$ cat src/rtl/uart_tx_arbiter.sv
// rtl/uart_tx_arbiter.sv - round-robin arbiter sharing one UART transmitter among N_REQ producers
//
// Ports:
//   clk, rst        clock, asynchronous active-high reset
//   req, req_data   per-requester request and byte (requester i at [i*DATA_W +: DATA_W])
//   ack             one-cycle pulse to the requester just served
//   tx_data         byte latched for the transmitter at grant time
//   tx_start        one-cycle start pulse to the transmitter
//   tx_busy,tx_done transmitter status (busy level, done pulse)
//   gnt_idx         current or last granted requester
//   active          high from START through ACK
//   to_err, err_clr sticky watchdog error and its synchronous clear
module uart_tx_arbiter #(
  parameter  int N_REQ     = 4,
  parameter  int DATA_W    = 8,
  parameter  int TO_CYCLES = 200000,
  parameter  int TO_W      = 18,
  localparam int IDX_W     = $clog2(N_REQ)
) (
  input  logic                    clk,
  input  logic                    rst,
  input  logic [N_REQ-1:0]        req,
  input  logic [N_REQ*DATA_W-1:0] req_data,
  output logic [N_REQ-1:0]        ack,
  output logic [DATA_W-1:0]       tx_data,
  output logic                    tx_start,
  input  logic                    tx_busy,
  input  logic                    tx_done,
  output logic [IDX_W-1:0]        gnt_idx,
  output logic                    active,
  output logic                    to_err,
  input  logic                    err_clr
);

  typedef enum logic [2:0] {
    S_IDLE,
    S_START,
    S_WAIT_BUSY,
    S_WAIT_DONE,
    S_ACK
  } state_t;

  state_t             state;
  state_t             state_nxt;
  logic [IDX_W-1:0]   ptr;
  logic [TO_W-1:0]    wd_cnt;
  logic [IDX_W-1:0]   win_idx;
  logic               win_vld;
  logic [IDX_W:0]     cand;
  logic [DATA_W-1:0]  win_data;
  logic               waiting;
  logic               wd_expire;

  // Round-robin search: walk offsets from high to low so the requester
  // closest to ptr (lowest offset) is the last write and therefore wins.
  always_comb begin
    win_vld = 1'b0;
    win_idx = '0;
    cand    = '0;
    for (int i = N_REQ - 1; i >= 0; i--) begin
      cand = {1'b0, ptr} + (IDX_W + 1)'(i);
      if (cand >= (IDX_W + 1)'(N_REQ)) begin
        cand = cand - (IDX_W + 1)'(N_REQ);
      end
      if (req[cand[IDX_W-1:0]]) begin
        win_vld = 1'b1;
        win_idx = cand[IDX_W-1:0];
      end
    end
  end

  always_comb begin
    win_data = '0;
    for (int i = 0; i < N_REQ; i++) begin
      if (win_idx == IDX_W'(i)) begin
        win_data = req_data[i*DATA_W +: DATA_W];
      end
    end
  end

  assign waiting = (state == S_WAIT_BUSY) || (state == S_WAIT_DONE);

  // The counter is 0 in the first wait cycle, so it reaches TO_CYCLES-1 on
  // the same edge that leaves for ACK; a done on that edge still wins.
  assign wd_expire = waiting && !tx_done && (wd_cnt == TO_W'(TO_CYCLES - 2));

  always_ff @(posedge clk or posedge rst) begin
    if (rst) begin
      state <= S_IDLE;
    end else begin
      state <= state_nxt;
    end
  end

  always_comb begin
    state_nxt = state;
    tx_start  = 1'b0;
    active    = 1'b0;
    ack       = '0;
    case (state)
      S_IDLE: begin
        if (win_vld) state_nxt = S_START;
      end
      S_START: begin
        tx_start  = 1'b1;
        active    = 1'b1;
        state_nxt = S_WAIT_BUSY;
      end
      S_WAIT_BUSY: begin
        active = 1'b1;
        if (tx_done || wd_expire) state_nxt = S_ACK;
        else if (tx_busy)         state_nxt = S_WAIT_DONE;
      end
      S_WAIT_DONE: begin
        active = 1'b1;
        if (tx_done || wd_expire) state_nxt = S_ACK;
      end
      S_ACK: begin
        active    = 1'b1;
        ack       = {{(N_REQ-1){1'b0}}, 1'b1} << gnt_idx;
        state_nxt = S_IDLE;
      end
      default: state_nxt = S_IDLE;
    endcase
  end

  always_ff @(posedge clk or posedge rst) begin
    if (rst) begin
      gnt_idx <= '0;
      tx_data <= '0;
      ptr     <= '0;
      wd_cnt  <= '0;
      to_err  <= 1'b0;
    end else begin
      if (state == S_IDLE && win_vld) begin
        gnt_idx <= win_idx;
        tx_data <= win_data;
      end
      if (state == S_START) begin
        wd_cnt <= '0;
      end else if (waiting) begin
        wd_cnt <= wd_cnt + TO_W'(1);
      end
      if (state == S_ACK) begin
        ptr <= (gnt_idx == IDX_W'(N_REQ - 1)) ? '0 : gnt_idx + IDX_W'(1);
      end
      // Set beats clear when both happen on the same edge.
      if (wd_expire) begin
        to_err <= 1'b1;
      end else if (err_clr) begin
        to_err <= 1'b0;
      end
    end
  end

endmodule
$ cat config.mk
export PLATFORM = sky130hd
export DESIGN_NAME = uart_tx_arbiter
export DESIGN_NICKNAME = d
export VERILOG_FILES = /design/src/rtl/uart_tx_arbiter.sv
export SDC_FILE = /design/constraint.sdc
export NUM_CORES = 1
export LEC_CHECK = 0
export BUFFER_PORTS_ARGS = -buffer_cell sky130_fd_sc_hd__buf_2
export CAP_MARGIN = 30
export CORE_ASPECT_RATIO = 0.7
export CORE_MARGIN = 5
export CORE_UTILIZATION = 25
export DETAILED_ROUTE_END_ITERATION = 6
export PLACE_DENSITY = 0.43
export SLEW_MARGIN = 20
export SYNTH_ARGS = -nofsm -noshare
export SYNTH_HDL_FRONTEND = slang
export SYNTH_SLANG_ARGS = --single-unit
export TNS_END_PERCENT = 100
$ cat constraint.sdc
create_clock -name clk -period 3.89 [get_ports clk]
set_clock_uncertainty 0.1 [all_clocks]
set_input_delay 0.9725 -clock clk [delete_from_list [all_inputs] [get_ports clk]]
set_output_delay 0.9725 -clock clk [all_outputs]
set_load 0.01 [all_outputs]
### After elaboration in Yosys (flattened, before gate mapping)

Index checks and enable logic that the tools add are counted.

| storage, ports and cells | value |
|---|---|
| flip-flop bits (word level) | 34 |
| input bits | 41 |
| output and inout bits | 17 |
| logic and storage cells | 85 |

| operators by class | value |
|---|---|
| $add $sub $neg | 9 |
| $lt $le $gt $ge | 8 |
| equality and inequality tests | 12 |
| shift operators | 1 |
| muxes and demuxes | 37 |
| reductions and logical operators | 12 |

Operator list:

| kind | count |
|---|---|
| $mux 18 | 2 |
| $mux 8 | 4 |
| $add 18x1->18 const B | 1 |
| $eq 18x18->1 const B | 1 |
| $mux 2 | 9 |
| $lt 2x3->1 const B | 4 |
| $mux 1 | 12 |
| $mux 3 | 4 |
| $pmux 3 s4 | 1 |
| $ge 3x3->1 const B | 3 |
| $bmux 1 s2 | 4 |
| $sub 2x1->2 const B | 4 |
| $add 2x2->3 const B | 2 |
| $eq 2x2->1 const B | 3 |
| $eq 3x2->1 const B | 2 |
| $mux 4 | 1 |
| $reduce_bool 2->1 | 2 |
| $reduce_or 4->1 | 1 |
| $shl 1x2->4 const A | 1 |
| $add 2x1->3 const B | 1 |
| $eq 3x1->1 const B | 1 |
| $eq 3x3->1 const B | 1 |
| $ge 2x3->1 const B | 1 |
| $logic_and 1x1->1 | 3 |
| 10 further kinds | 11 |

### Depth between registers and ports, before layout

| depth | value |
|---|---|
| depth in word-level cells | 14 |
| mapped depth | 6 |
| gate-level depth less buffers | 6 |

### Least setup slack after synthesis

OpenSTA, ideal clock, no wires.

| timing | value |
|---|---|
| path type | register to output |
| start | register state[2] |
| end | output port tx_start |
| arrival time | 1.400 ns |
| required time | 2.818 ns |
| setup slack | 1.417 ns |
| stages on the path, launching flop included | 4 |
| path buffers | 2 |
| cells stage by stage | dfrtp_1 -> buf_2 -> nor3b_1 -> clkbuf_1 |

| on the way | value |
|---|---|
| cells in the longest elaborated chain, start to end | 2 |

Ends and longest elaborated chain:

| element | line | text |
|---|---|---|
| start: declaration | 43 | `state_t state;` |
| start signal: assignment | 91 | `state <= state_nxt;` |
| $eq 3x1->1 | 100 | `case (state)` |
| $mux 1 | 100 |  |
| end: declaration | 26 | `output logic tx_start,` |

Every way passes these cells.

### Worst setup path after layout

| timing | value |
|---|---|
| start | input port req[3] |
| end | register tx_data[3] |

| on the way | value |
|---|---|
| cells in the longest elaborated chain, start to end | 11 |
| elaborated cells between the ends (all ways) | 25 |
| those cells by class | eq/ne (3); mux (20); reduce/logical (2) |

Ends and longest elaborated chain:

| element | line | text |
|---|---|---|
| start: declaration | 22 | `input logic [N_REQ-1:0] req,` |
| $bmux 1 s2 | 65 | `if (req[cand[IDX_W-1:0]]) begin` |
| $mux 1 (not written as such) | 65 |  |
| $mux 2 (4 in a row) | 65 |  |
| $logic_not 2->1 | 75 | `if (win_idx == IDX_W'(i)) begin` |
| $mux 8 (4 in a row) | 75 |  |
| end signal: assignment | 137 | `tx_data <= win_data;` |
| end: declaration | 25 | `output logic [DATA_W-1:0] tx_data,` |

Several ways; a longest one is shown, not always the timed one. The select of a mux whose other input is x is not followed.
A chain may end at the register's enable or synchronous reset.

==> parameters.txt <==
Parameter                              Value

Detailed routing
  Drt via density    ~4.7
  DR iter-0 viols    57
  Via count    1765
  Wirelength per Cell    13.86 µm
  Antenna-violating nets left    0
  Total Routed Length    between 5000 and 6000 µm
  Pre-antenna DRT Iters    4
  Post-detailed-route DRC marker count    0

Clock tree
  Post-cts repair resize count    0
  CTS sink count    34
  CTS Buffer Depth    2
  CTS H-tree lvls    2
  Post-CTS setup-driven buffer insertion count    0
  Total of hold buffers inserted after clock tree synthesis    0
  Clock latency on the worst-skew pair    0.27 ns
  TritonCTS clock tree    yes
  Total CTS buffers    5
  Clock tree root buffer cell    clkbuf_16
  Reg clk slew, reported paths    around 0.05 ns

Synth
  Number of enable flip-flop cells after synthesis    0
  Post-Synthesis Mean Instance Area    between 9 and 10 µm²
  Post-Syn Nets    approximately 260
  Sequential fraction of the synthesis area    41.87%
  Total of flip-flops plus latches after synthesis    34
  Synthesis warning total    0
  FFs w/ async S/R, synth    100.0%
  Unique cell type count in the Yosys netlist    44
  Post-synthesis instance area    ~2000 µm²
  Most area-consuming cells after synthesis    dfrtp_1, and3_1, mux2i_1, xor2_1, nor2_1
  Library cell with the largest summed area after synthesis    dfrtp_1
  Post-synthesis instance total    212
  Top_reg_cell synth    dfrtp_1
  Share of the synthesized area in the top cell type    41.87%

Worst setup path
  Launch point of the worst reg-to-reg path    state[2]
  Worst Path Required    3.95 ns
  CP startpoint kind    input port
  Critical path data arrival time    2.60 ns
  Cell-by-cell trace of the critical path    buf_2 > mux2i_1 > a2bb2oi_2 > and2_1 > mux2i_1 > o311ai_1
  Most common cell on crit path    mux2i_1
  Worst stage delay on the critical path    0.55 ns
  Nature of the critical path endpoint    flop
  Top delay family on crit path    compound AO/OA/AOI/OAI gates
  Critical path class    in -> reg
  Worst-case register-to-register setup slack    1.59 ns
  CP Launch Point    req[3]
  Critical path's slowest cell    and2_1
  Crit path max fanout    17
  CP bufs+invs    1

Timing
  Setup slack after layout    1.353 ns
  Minimum clock period    2.537 ns
  Final count of negative-setup-slack endpoints    0
  Final Max Tran Viols    0
  Worst Max-Slew Pin Slew    a little under 0.7 ns
  Final worst-path cycle share    approximately 65%
  Setup Total Neg Slack    0 ns
  RSZ-0062 raised after global routing    no
  Maximum frequency from static timing analysis    roughly 390 MHz
  Number of hold violations in the final report    0
  Slew HR    54.25%

Placement
  Worst slack after detailed placement    roughly 1.1 ns
  Post-DP HPWL    4138 µm
  Placer's final routability congestion estimate    0.7776
  Number of buffers added on ports    57

Layout
  Combined area of the multi-input logic cells    1117 µm²
  Storage element area    850.8 µm²
  Most frequent cells in the layout    buf_2, dfrtp_1, nor2_1
  Ant diodes    0
  Most common cell after layout, fill and taps aside    buf_2
  Area Growth Syn to Fin    26.60%
  Filler Cell Count    866
  Number of nets in the final layout    320
  Share of layout cells above drive strength 1    around 28%

Global routing
  Wire length of the first global-routing pass    around 8600 µm
  Global-route congestion overflow total    0
  Overall routing resource usage    between 10% and 20%
  Number of antenna violations at the first check in global routing    0
  Pin count of the biggest net entering global routing    20
  Number of global-route vias before repair    roughly 1700

Floorplan
  Die Ht    85.43 µm
  Floorplan row count    27
  Die X    between 100 and 150 µm
  Top-Level Pins    58
  Area enclosed by the die boundary    10060 µm²
  Area of the placeable core    between 7000 and 8000 µm²
  Initial cell density of the core    25.70%

Min path
  Worst min-delay path category    reg -> reg
  Hold Crit Start    tx_data[6]

Power and ir drop
  Leakage power    around 1.3 nW
  VDD IR-drop max    0.1884 mV
  Power density relative to cell area    581.9 nW/µm²

Run
  Reported max-cap violation count    0

Status
  Run status    finished, final reports clean
[synthesized netlist by cell type (2+ instances only)]
| cell | count |
|---|---|
| ha_1 | 6 |
| or3_1 | 2 |
| o41ai_2 | 2 |
| nand3_1 | 4 |
| a21boi_0 | 8 |
| nor2_1 | 21 |
| o21ai_0 | 12 |
| xor2_1 | 10 |
| and3_1 | 15 |
| nor3_1 | 7 |
| nor4_1 | 2 |
| nor3b_1 | 2 |
| o311ai_1 | 8 |
| nand4_1 | 6 |
| nand2b_1 | 3 |
| dfrtp_1 | 34 |
| xnor2_1 | 5 |
| inv_1 | 8 |
| mux2i_1 | 9 |
| nand2_1 | 19 |
| a21o_1 | 3 |
| clkbuf_1 | 4 |
[path summary, 6_finish.rpt]
check                             endpoint  cells past startpoint
worst max-delay path            tx_data[3]                      6
worst min-delay path            tx_data[6]                      2
worst max register to register  tx_data[0]                      6
worst min register to register  tx_data[6]                      2
max in group asynchronous        wd_cnt[0]                      3
min in group asynchronous       wd_cnt[13]                      2
[worst register-to-register path, cell delays in order (launching register included)]
cell	delay, ns
dfrtp_1	0.50
nor3_1	0.39
o41ai_2	0.14
buf_4	0.23
nor3_2	0.47
o21ai_0	0.24
o311ai_1	0.13
[where the power goes]
group          switching [mW]  total (mW)  leakage (nW)  internal (mW)
Sequential             0.0910       0.533         0.450          0.442
Combinational           0.346       0.600         0.739          0.254
Clock                   0.130       0.364        0.0640          0.234
Total                   0.567        1.50          1.25          0.930
[registers in the layout (all words and copies together), names as in the netlist]
register / flops
to_err: 1
tx_data: 8
wd_cnt: 18
gnt_idx: 2
ptr: 2
state: 3
[cell families (layout without fill, tap and decap cells)]
group	after synthesis	in the layout	synth area share, %
buffers and inverters	15	76	3.386
AO/OA/AOI/OAI	40	40	15.02
multiplexers	11	11	5.542
XOR/XNOR	15	15	6.465
adder cells (fa/ha/maj)	6	6	3.694
AND/OR/NAND/NOR	91	91	24.02
flip-flops	34	34	41.87
[through the flow]
stage	instances	utilization (%)	hold slack, ns	total power, mW	instance area [µm²]
global placement	367	30.86	0.3792	1.142	2440
floorplan	212	-	0.4004	0.9415	2032
global route	374	32.54	0.4260	1.620	2572
finish	374	32.54	0.3896	1.497	2572
CTS	374	32.54	0.3992	1.526	2572
detailed placement	367	30.86	0.3875	1.150	2440
[per-layer routing]
metal | track usage, % | vias up | wire (µm)
met1 | 15.50 | 839 | 2663
met5 | 0 | - | 0
li1 | - | 887 | -
met2 | 14.07 | 30 | 2223
met4 | 4.271 | 0 | 87
met3 | 2.598 | 9 | 210
[layout make-up]
cell class	count	area share, %
sequential	34	33.07
multi-input combinational	163	43.43
inverter	8	1.167
tap	101	4.912
timing repair buffer	61	12.26
clock buffer	7	5.156
Note: power is estimated with default switching activity, not from simulation.
